===== src/rtl/led_pkg.sv =====
// Shared definitions for the scrolling 7-segment display driver:
// character code width, special character codes and segment patterns.
package led_pkg;

   localparam int CHAR_W = 6;

   typedef logic [CHAR_W-1:0] char_t;
   typedef logic [6:0]        seg_t;

   // Special character codes; everything from CHAR_BLANK upward is blank.
   localparam char_t CHAR_DASH  = 6'd36;
   localparam char_t CHAR_BLANK = 6'd37;

   // Active-low segment patterns, bit 6 = segment a, bit 0 = segment g.
   localparam seg_t SEG_BLANK = 7'b1111111;
   localparam seg_t SEG_DASH  = 7'b1111110;

endpackage


===== src/rtl/led_char_decoder.sv =====
// Combinational character-code to active-low segment decoder.
// Codes 0-9 are digits, 10-35 letters A-Z, 36 a dash, 37-63 blank.
module led_char_decoder
   import led_pkg::*;
(
   input  logic [CHAR_W-1:0] i_code,
   output logic [6:0]        o_seg
);

   // Segment lookup; unlisted codes fall through to blank.
   always_comb begin
      o_seg = SEG_BLANK;
      case (i_code)
         6'd0:  o_seg = 7'b0000001;
         6'd1:  o_seg = 7'b1001111;
         6'd2:  o_seg = 7'b0010010;
         6'd3:  o_seg = 7'b0000110;
         6'd4:  o_seg = 7'b1001100;
         6'd5:  o_seg = 7'b0100100;
         6'd6:  o_seg = 7'b0100000;
         6'd7:  o_seg = 7'b0001111;
         6'd8:  o_seg = 7'b0000000;
         6'd9:  o_seg = 7'b0000100;
         6'd10: o_seg = 7'b0001000; // A
         6'd11: o_seg = 7'b1100000; // b
         6'd12: o_seg = 7'b0110001; // C
         6'd13: o_seg = 7'b1000010; // d
         6'd14: o_seg = 7'b0110000; // E
         6'd15: o_seg = 7'b0111000; // F
         6'd16: o_seg = 7'b0100001; // G
         6'd17: o_seg = 7'b1001000; // H
         6'd18: o_seg = 7'b1111001; // I
         6'd19: o_seg = 7'b1000011; // J
         6'd20: o_seg = 7'b0101000; // K (approximation)
         6'd21: o_seg = 7'b1110001; // L
         6'd22: o_seg = 7'b0101011; // M (approximation)
         6'd23: o_seg = 7'b1101010; // n
         6'd24: o_seg = 7'b1100010; // o
         6'd25: o_seg = 7'b0011000; // P
         6'd26: o_seg = 7'b0001100; // q
         6'd27: o_seg = 7'b1111010; // r
         6'd28: o_seg = 7'b0100100; // S
         6'd29: o_seg = 7'b1110000; // t
         6'd30: o_seg = 7'b1000001; // U
         6'd31: o_seg = 7'b1100011; // v
         6'd32: o_seg = 7'b1010101; // W (approximation)
         6'd33: o_seg = 7'b1001000; // X (same as H)
         6'd34: o_seg = 7'b1000100; // y
         6'd35: o_seg = 7'b0010010; // Z
         CHAR_DASH: o_seg = SEG_DASH;
         default:   o_seg = SEG_BLANK;
      endcase
   end

endmodule


===== src/rtl/led_scroll_driver.sv =====
// Multiplexed common-anode 7-segment driver with a scrolling message
// buffer. One digit is lit per refresh slot; the first cycle of every
// slot is blanked to avoid ghosting. The window into the message moves
// one character every SCROLL_DIV enabled cycles.
module led_scroll_driver
   import led_pkg::*;
#(
   parameter int NUM_DIGITS  = 4,
   parameter int MSG_LEN     = 16,
   parameter int REFRESH_DIV = 16,
   parameter int SCROLL_DIV  = 1 << 20,
   parameter int ADDR_W      = (MSG_LEN > 1) ? $clog2(MSG_LEN) : 1
)(
   input  logic                  clk,
   input  logic                  reset,
   input  logic                  msg_we,
   input  logic [ADDR_W-1:0]     msg_addr,
   input  logic [CHAR_W-1:0]     msg_char,
   input  logic                  scroll_en,
   input  logic                  scroll_clr,
   output logic [NUM_DIGITS-1:0] an,
   output logic [6:0]            LED
);

   localparam int RF_W = $clog2(REFRESH_DIV);
   localparam int DG_W = (NUM_DIGITS > 1) ? $clog2(NUM_DIGITS) : 1;
   localparam int SC_W = (SCROLL_DIV > 1) ? $clog2(SCROLL_DIV) : 1;

   localparam logic [RF_W-1:0]   RF_LAST  = RF_W'(REFRESH_DIV - 1);
   localparam logic [DG_W-1:0]   DG_LAST  = DG_W'(NUM_DIGITS - 1);
   localparam logic [SC_W-1:0]   SC_LAST  = SC_W'(SCROLL_DIV - 1);
   localparam logic [ADDR_W-1:0] OFF_LAST = ADDR_W'(MSG_LEN - 1);
   // One extra bit so MSG_LEN itself is representable for range checks.
   localparam logic [ADDR_W:0]   LEN_X    = (ADDR_W + 1)'(MSG_LEN);

   logic [RF_W-1:0]       r_refresh_cnt;
   logic [DG_W-1:0]       r_digit_idx;
   logic [SC_W-1:0]       r_scroll_cnt;
   logic [ADDR_W-1:0]     r_offset;
   logic [CHAR_W-1:0]     r_buf [MSG_LEN];
   logic [NUM_DIGITS-1:0] r_an;
   logic [6:0]            r_led;

   logic                  w_addr_ok;
   logic                  w_slot_live;
   logic [ADDR_W:0]       w_sum;
   logic [ADDR_W-1:0]     w_rd_idx;
   logic [CHAR_W-1:0]     w_char;
   logic [6:0]            w_seg;
   logic [NUM_DIGITS-1:0] w_an_next;

   assign w_addr_ok   = ({1'b0, msg_addr} < LEN_X);
   assign w_slot_live = (r_refresh_cnt != '0);

   // offset and digit_idx are both below MSG_LEN, so one conditional
   // subtraction is enough to wrap the sum.
   assign w_sum    = {1'b0, r_offset} + (ADDR_W + 1)'(r_digit_idx);
   assign w_rd_idx = (w_sum >= LEN_X) ? ADDR_W'(w_sum - LEN_X) : ADDR_W'(w_sum);
   assign w_char   = r_buf[w_rd_idx];

   led_char_decoder u_dec (
      .i_code (w_char),
      .o_seg  (w_seg)
   );

   // One-hot-low anode pattern, all off during the blanking cycle.
   for (genvar gi = 0; gi < NUM_DIGITS; gi++) begin : g_an
      assign w_an_next[gi] = !(w_slot_live && (r_digit_idx == DG_W'(gi)));
   end

   // Message buffer: blanked on reset, out-of-range writes dropped.
   always_ff @(posedge clk or negedge reset) begin
      if (!reset) begin
         for (int i = 0; i < MSG_LEN; i++) r_buf[i] <= CHAR_BLANK;
      end else if (msg_we && w_addr_ok) begin
         r_buf[msg_addr] <= msg_char;
      end
   end

   // Refresh slot counter and the digit it selects.
   always_ff @(posedge clk or negedge reset) begin
      if (!reset) begin
         r_refresh_cnt <= '0;
         r_digit_idx   <= '0;
      end else if (r_refresh_cnt == RF_LAST) begin
         r_refresh_cnt <= '0;
         r_digit_idx   <= (r_digit_idx == DG_LAST) ? '0 : r_digit_idx + 1'b1;
      end else begin
         r_refresh_cnt <= r_refresh_cnt + 1'b1;
      end
   end

   // Scroll prescaler and message offset; clear wins over enable.
   always_ff @(posedge clk or negedge reset) begin
      if (!reset) begin
         r_scroll_cnt <= '0;
         r_offset     <= '0;
      end else if (scroll_clr) begin
         r_scroll_cnt <= '0;
         r_offset     <= '0;
      end else if (scroll_en) begin
         if (r_scroll_cnt == SC_LAST) begin
            r_scroll_cnt <= '0;
            r_offset     <= (r_offset == OFF_LAST) ? '0 : r_offset + 1'b1;
         end else begin
            r_scroll_cnt <= r_scroll_cnt + 1'b1;
         end
      end
   end

   // Registered pin drivers; segments are also dark in the blank cycle.
   always_ff @(posedge clk or negedge reset) begin
      if (!reset) begin
         r_an  <= '1;
         r_led <= SEG_BLANK;
      end else begin
         r_an  <= w_an_next;
         r_led <= w_slot_live ? w_seg : SEG_BLANK;
      end
   end

   assign an  = r_an;
   assign LED = r_led;

endmodule


===== config.mk =====
export PLATFORM = sky130hd
export DESIGN_NAME = led_scroll_driver
export DESIGN_NICKNAME = d
export VERILOG_FILES = /design/src/rtl/led_pkg.sv /design/src/rtl/led_char_decoder.sv /design/src/rtl/led_scroll_driver.sv
export SDC_FILE = /design/constraint.sdc
export NUM_CORES = 1
export LEC_CHECK = 0
export CORE_MARGIN = 10
export CORE_UTILIZATION = 30
export CTS_BUF_LIST = sky130_fd_sc_hd__clkbuf_8
export DETAILED_ROUTE_END_ITERATION = 16
export GPL_ROUTABILITY_DRIVEN = 0
export GPL_TIMING_DRIVEN = 0
export HOLD_SLACK_MARGIN = 0.06
export PLACE_DENSITY_LB_ADDON = 0.25
export SYNTH_ARGS = -nofsm -noshare
export SYNTH_HDL_FRONTEND = slang
export SYNTH_HIERARCHICAL = 1
export SYNTH_SLANG_ARGS = --single-unit

===== constraint.sdc =====
create_clock -name clk -period 8 [get_ports clk]
set_input_delay 1.6 -clock clk [delete_from_list [all_inputs] [get_ports clk]]
set_output_delay 1.6 -clock clk [all_outputs]
set_load 0.01 [all_outputs]

Word level (Yosys, flattened, before mapping)
Memories as Yosys holds them, arrays and structs flattened.
Index checks and enable logic that the tools add are counted.
{"block": "totals", "n_memories": 1, "output_inout_bits": 11, "rom_bits": 448, "word_cells": 72, "ff_bits": 137, "input_bits": 15}
{"name": "(no name shown)", "depth": 64, "word_bits": 7, "rd": 1, "rd_ports_with_merged_regs": 0, "write_ports": 0, "line": "led_char_decoder.sv:13", "rtl": "case (i_code)"}
{"block": "classes", "add_sub_neg": 6, "order_cmp": 4, "n_mux": 17, "n_reduce_logical": 14, "bitwise": 2, "eq_ne": 6}
{"cell": "$bwmux W96", "count": 1}
{"cell": "$mux W20", "count": 3}
{"cell": "$bmux W6 S4", "count": 1}
{"cell": "$demux W6 S4", "count": 1}
{"cell": "$mux W4", "count": 6}
{"cell": "$add A20 B1 Y20 const B", "count": 1}
{"cell": "$eq A20 B20 Y1 const B", "count": 1}
{"cell": "$mux W6", "count": 3}
{"cell": "$ge A5 B5 Y1 const B", "count": 3}
{"cell": "$not A4 Y5", "count": 2}
{"cell": "$add A4 B1 Y4 const B", "count": 2}
{"cell": "$eq A4 B4 Y1 const B", "count": 2}
{"cell": "$mux W7", "count": 1}
{"cell": "$add A4 B2 Y5", "count": 1}
{"cell": "$logic_and A1 B1 Y1", "count": 5}
{"cell": "$lt A5 B1 Y1 const B", "count": 1}
{"cell": "$eq A2 B2 Y1 const B", "count": 2}
{"cell": "$logic_not A1 Y1", "count": 4}
{"cell": "$reduce_bool A2 Y1", "count": 2}
{"cell": "$reduce_bool A4 Y1", "count": 1}
{"cell": "$sub A4 B1 Y4 const B", "count": 1}
{"cell": "$add A2 B1 Y2 const B", "count": 1}
{"cell": "$eq A2 B1 Y1 const B", "count": 1}
{"cell": "$logic_not A2 Y1", "count": 1}
{"cell": "2 further kinds", "count": 2}

Logic depth before layout (Yosys ltp)
An unclocked memory read counts as a cell.
{"block": "depth", "depth_word": 9, "mapped_depth": 14}

Modules after synthesis
Netlist, hierarchy kept.
{"mod": "led_scroll_driver", "n_inst": 1, "area_per_inst_um2": 6525.0, "cells_per_inst": 472}
{"mod": "led_char_decoder", "n_inst": 1, "area_per_inst_um2": 603.1, "cells_per_inst": 87}

Worst setup path before layout
No wires, ideal clock.
{"block": "synth_path", "path_kind": "reg-to-reg", "from": "reg r_digit_idx[0]", "to": "reg r_led[6], in the netlist LED[6]", "required_time_ps": 7939, "period_less_slack_ps": 3967, "path_buffers": 3, "t_arrival_ps": 3906, "stages_incl_launch_ff": 14, "setup_slack_ps": 4033, "path_cell_list": "dfrtp_1 -> ha_1 -> fa_1 -> clkbuf_1 -> clkbuf_1 -> mux4_2 -> mux4_2 -> inv_1 -> ha_1 -> clkbuf_1 -> mux2_2 -> a21o_1 -> a221oi_1 -> nand2b_1"}
{"block": "synth_between", "elab_chain_cells": 9}
{"item": "start, declared", "line": "led_scroll_driver.sv:37", "rtl": "logic [DG_W-1:0] r_digit_idx;"}
{"item": "start signal, assigned", "line": "led_scroll_driver.sv:87", "rtl": "r_digit_idx <= (r_digit_idx == DG_LAST) ? '0 : r_digit_idx + 1'b1;"}
{"item": "$add A4 B2 Y5 (*)", "line": "led_scroll_driver.sv:57", "rtl": "assign w_sum = {1'b0, r_offset} + (ADDR_W + 1)'(r_digit_idx);"}
{"item": "$sub A4 B1 Y4 or $ge A5 B5 Y1 (tied branches)", "line": "led_scroll_driver.sv:58", "rtl": "assign w_rd_idx = (w_sum >= LEN_X) ? ADDR_W'(w_sum - LEN_X) : ADDR_W'(w_sum);"}
{"item": "$mux W4 (*)", "line": "led_scroll_driver.sv:58"}
{"item": "$not A4 Y5 (implied by the code) (*)", "line": "led_scroll_driver.sv:59", "rtl": "assign w_char = r_buf[w_rd_idx];"}
{"item": "$bmux W6 S4 (*)", "line": "led_scroll_driver.sv:59"}
{"item": "$mux W6 (implied by the code) (*) (2 in a row)", "line": "led_scroll_driver.sv:59"}
{"item": "named net w_char[0]", "line": "led_scroll_driver.sv:48", "rtl": "logic [CHAR_W-1:0] w_char;"}
{"item": "$mem_v2 Z64 W7 (*)"}
{"item": "named net w_seg[6]", "line": "led_scroll_driver.sv:49", "rtl": "logic [6:0] w_seg;"}
{"item": "$mux W7 (*)", "line": "led_scroll_driver.sv:118", "rtl": "r_led <= w_slot_live ? w_seg : SEG_BLANK;"}
{"item": "end signal, assigned", "line": "led_scroll_driver.sv:118"}
{"item": "end, declared", "line": "led_scroll_driver.sv:42", "rtl": "logic [6:0] r_led;"}
The timed path passes the listed nets; every way through them passes the cells marked *. The select of a mux whose other input is x is not followed.
A chain may end at the register's enable or synchronous reset.

Worst setup path in the final report
Ends and elaborated chain as after synthesis.

==> impl_metrics.xml <==
<?xml version="1.0" encoding="UTF-8"?>
<metrics>
  <group name="yosys">
    <metric name="mappedNetlistNets" unit="">593</metric>
    <metric name="netlist_area" unit="sq um">7130</metric>
    <metric name="synth_enable_flop_cells" unit="">0</metric>
    <metric name="synth-seq-cells" unit="">137</metric>
    <metric name="synth_largest_type_area_fraction" unit="">0.274</metric>
    <metric name="yosysTopAreaCell" unit="">sky130_fd_sc_hd__dfrtp_1</metric>
    <metric name="syn_area_per_cell" unit="sq um">12.8</metric>
    <metric name="synth.yosys.seq_area_share" unit="">0.491</metric>
    <metric name="postSynthCellCount" unit="">559</metric>
    <metric name="async_flop_share" unit="">1.00</metric>
    <metric name="total_of_warnings_raised_by_yosys" unit="">6</metric>
    <metric name="synth_cell_type_count" unit="">59</metric>
    <metric name="synth.area.top_cells" unit="">sky130_fd_sc_hd__dfrtp_1, sky130_fd_sc_hd__dfstp_2, sky130_fd_sc_hd__mux2_2</metric>
    <metric name="ys_dominant_reg_cell" unit="">sky130_fd_sc_hd__dfrtp_1</metric>
  </group>
  <group name="clock_network">
    <metric name="post-cts-setup-buffers" unit="">0</metric>
    <metric name="clock-root-buffer" unit="">sky130_fd_sc_hd__clkbuf_8</metric>
    <metric name="clock_insertion_delay_at_the_later_pin_of_the_skew_report" unit="ns">0.44</metric>
    <metric name="cts.repair.resized" unit="">0</metric>
    <metric name="hold_buffers" unit="">0</metric>
    <metric name="htree_levels" unit="">4</metric>
    <metric name="number_of_buffers_created_by_cts" unit="">17</metric>
    <metric name="tritoncts_sinks" unit="">137</metric>
    <metric name="clk_path_buf_depth" unit="">2</metric>
    <metric name="path_clk_slew" unit="ns">0.08</metric>
    <metric name="cts_tree" unit="">yes</metric>
  </group>
  <group name="timing">
    <metric name="max_freq" unit="MHz">200</metric>
    <metric name="setup_failing_eps_final" unit="">0</metric>
    <metric name="final_min_period_over_clock_period" unit="">0.623</metric>
    <metric name="skew" unit="ns">0.0114</metric>
    <metric name="timing.final.hold_violations" unit="">0</metric>
    <metric name="setup_tns" unit="ns">0</metric>
    <metric name="timing.final.max_slew_violations" unit="">0</metric>
    <metric name="slew_worst_pin" unit="ns">0.982</metric>
    <metric name="fin_crit" unit="ns">4.99</metric>
    <metric name="unrepaired_setup_endpoints_after_global_routing" unit="">no</metric>
    <metric name="max_slew_headroom_at_the_worst_pin" unit="">0.341</metric>
  </group>
  <group name="pwr">
    <metric name="p_per_area" unit="nW/um^2">228</metric>
    <metric name="ir_drop" unit="mV">0.0884</metric>
    <metric name="total_leakage_power" unit="uW">0.00320</metric>
  </group>
  <group name="route">
    <metric name="route.detailed.vias_per_inst" unit="">5.05</metric>
    <metric name="drcViolationCount" unit="">0</metric>
    <metric name="detail-route-antenna-nets" unit="">0</metric>
    <metric name="vias" unit="">4725</metric>
    <metric name="drt_iter0_drc" unit="">332</metric>
    <metric name="detail_route.first_pass.iterations" unit="">5</metric>
    <metric name="wire_per_inst" unit="um">17.6</metric>
    <metric name="totalWireLength" unit="mm">16.4</metric>
  </group>
  <group name="layout">
    <metric name="area_delta_synth_final" unit="%">14.8</metric>
    <metric name="seqCellArea" unit="sq um">3500</metric>
    <metric name="antenna_cells" unit="">0</metric>
    <metric name="postLayoutCellArea" unit="sq um">8180</metric>
    <metric name="nets" unit="">637</metric>
    <metric name="multi_input_area" unit="sq um">3410</metric>
    <metric name="post_route_cells_drive_above_1_share" unit="">0.401</metric>
    <metric name="final_common_cell" unit="">sky130_fd_sc_hd__mux2_2</metric>
    <metric name="layout.cells.most_common_list" unit="">sky130_fd_sc_hd__mux2_2, sky130_fd_sc_hd__dfrtp_1, sky130_fd_sc_hd__dfstp_2</metric>
    <metric name="fill_cells" unit="">2309</metric>
  </group>
  <group name="worst_setup_path">
    <metric name="crit-reg2reg-launch" unit="">r_digit_idx[0]$_DFFE_PN0N_</metric>
    <metric name="worst-endpoint-required" unit="ns">8.38</metric>
    <metric name="path_max_fanout" unit="">10</metric>
    <metric name="worstSetupStartpointType" unit="">flop</metric>
    <metric name="timing.rr.end" unit="">LED[6]$_DFF_PN1_</metric>
    <metric name="critical_path.startpoint" unit="">r_digit_idx[0]$_DFFE_PN0N_</metric>
    <metric name="timing.reg2reg.worst_path_depth" unit="">13</metric>
    <metric name="worstPathArrival" unit="ns">5.36</metric>
    <metric name="worstSetupPathType" unit="">reg2reg</metric>
    <metric name="r2r_setup_slack" unit="ns">3.01</metric>
    <metric name="setup.worst_path.end_class" unit="">flop</metric>
  </group>
  <group name="floorplan">
    <metric name="dieHeight" unit="um">174</metric>
    <metric name="num_rows" unit="">56</metric>
    <metric name="dieArea" unit="sq um">30300</metric>
    <metric name="floorplan.initialDensity" unit="">0.305</metric>
    <metric name="die_w" unit="um">174</metric>
    <metric name="core_area" unit="sq um">23400</metric>
    <metric name="design.portCount" unit="">26</metric>
  </group>
  <group name="placement">
    <metric name="place_hpwl" unit="mm">11.8</metric>
    <metric name="dpl-instance-area" unit="sq um">7800</metric>
    <metric name="port_buffers" unit="">24</metric>
  </group>
  <group name="run">
    <metric name="max_cap_violations" unit="">0</metric>
  </group>
  <group name="global_route">
    <metric name="first_global_vias" unit="">4901</metric>
    <metric name="global_route_wire_length_before_repair" unit="mm">26.8</metric>
    <metric name="grt_max_degree" unit="">104</metric>
    <metric name="grt_util_all_layers" unit="">0.111</metric>
    <metric name="antenna_found_initial" unit="">1</metric>
    <metric name="global_route.overflow_total" unit="">0</metric>
  </group>
  <group name="worst_hold_path">
    <metric name="hold_path.startpoint" unit="">r_buf[27]$_DFFE_PN0P_</metric>
    <metric name="hold_path_end" unit="">r_buf[27]$_DFFE_PN0P_</metric>
    <metric name="min_delay_path_depth" unit="">1</metric>
    <metric name="worst_hold_check_path_type" unit="">reg2reg</metric>
  </group>
  <group name="status">
    <metric name="run_status" unit="">finished, final reports clean</metric>
  </group>
</metrics>
report_power, final:
group / internal [uW] / leakage [uW] / switching [uW]
logic: 221 / 0.00139 / 183
registers: 849 / 0.00161 / 55.4
clock network: 278 / 0.000192 / 280
through the flow:
step	total power, uW	hold slack (ns)	utilization	setup WS (ns)	instances
6_report	1870	0.508	0.350	3.01	935
2_1_floorplan	1200	0.449	-	4.03	559
3_5_place_dp	1320	0.488	0.333	3.07	903
3_3_place_gp	1300	0.462	0.332	0.119	902
4_1_cts	1890	0.509	0.350	3.01	935
5_1_grt	1970	0.531	0.350	2.76	935
critical path, cell delays in order (launching register included):
cell                       delay (ns)
sky130_fd_sc_hd__dfrtp_1         0.46
sky130_fd_sc_hd__ha_1            0.27
sky130_fd_sc_hd__fa_1            0.50
sky130_fd_sc_hd__clkbuf_1        0.36
sky130_fd_sc_hd__clkbuf_1        0.62
sky130_fd_sc_hd__mux4_2          0.44
sky130_fd_sc_hd__mux4_2          0.60
sky130_fd_sc_hd__inv_1           0.23
sky130_fd_sc_hd__ha_1            0.26
sky130_fd_sc_hd__clkbuf_1        0.22
sky130_fd_sc_hd__mux2_2          0.32
sky130_fd_sc_hd__a21o_1          0.18
sky130_fd_sc_hd__a221oi_1        0.29
sky130_fd_sc_hd__nand2b_1        0.16
registers in the layout (all words and copies together) (netlist names):
| name | flops |
|---|---|
| r_buf | 96 |
| r_offset | 4 |
| r_scroll_cnt | 20 |
| r_digit_idx | 2 |
| LED | 7 |
| an | 4 |
| r_refresh_cnt | 4 |
cells in the mapped netlist (all sizes together), types with 4 or more instances:
library cell	count
inv	15
mux4	30
a221oi	6
nand3	18
o21ai	15
dfstp	59
mux2	102
nor3	5
nor2	24
clkbuf	20
o31ai	6
nand2	23
xnor2	6
and3	4
buf	12
or3	8
nand2b	21
ha	18
nand4	6
or4	8
dfrtp	78
a21oi	31
how the worst max path moves through the flow:
stage,to,depth (start not counted)
after floorplan,LED[6]$_DFF_PN1_,13
after global placement,r_scroll_cnt[10]$_DFFE_PN0P_,1
after detailed placement,LED[6]$_DFF_PN1_,13
after CTS,LED[6]$_DFF_PN1_,13
after global routing,LED[6]$_DFF_PN1_,13
final,LED[6]$_DFF_PN1_,13
cell type report:
cell class              count  area share
clock buffers              17      0.0286
plain buffers              32      0.0194
repair buffers             25      0.0329
clock inverters            15      0.0185
inverters                  15     0.00688
flip-flops and latches    137       0.428
well taps                 319      0.0488
multi-input cells         375       0.417
metal layers:
metal | vias to the layer above | GRT usage | routed length [um] | part of all wire
met5 | - | 0 | 7 | 0.00043
met2 | 92 | 0.182 | 8030 | 0.49
li1 | 2165 | - | - | -
met4 | 2 | 0.0456 | 242 | 0.015
met1 | 2447 | 0.141 | 7710 | 0.47
met3 | 19 | 0.0215 | 458 | 0.028
cell families (layout without fill, tap and decap cells):
| logic type | after synthesis | in the layout | synth area share |
|---|---|---|---|
| xor+xnor | 9 | 9 | 0.0111 |
| mux | 133 | 133 | 0.258 |
| fa+ha+maj | 19 | 19 | 0.0344 |
| compound gates | 82 | 82 | 0.0728 |
| simple gates | 132 | 132 | 0.102 |
| buf+inv | 47 | 104 | 0.0302 |
| flops | 137 | 137 | 0.491 |
Note: power is estimated with default switching activity, not from simulation.
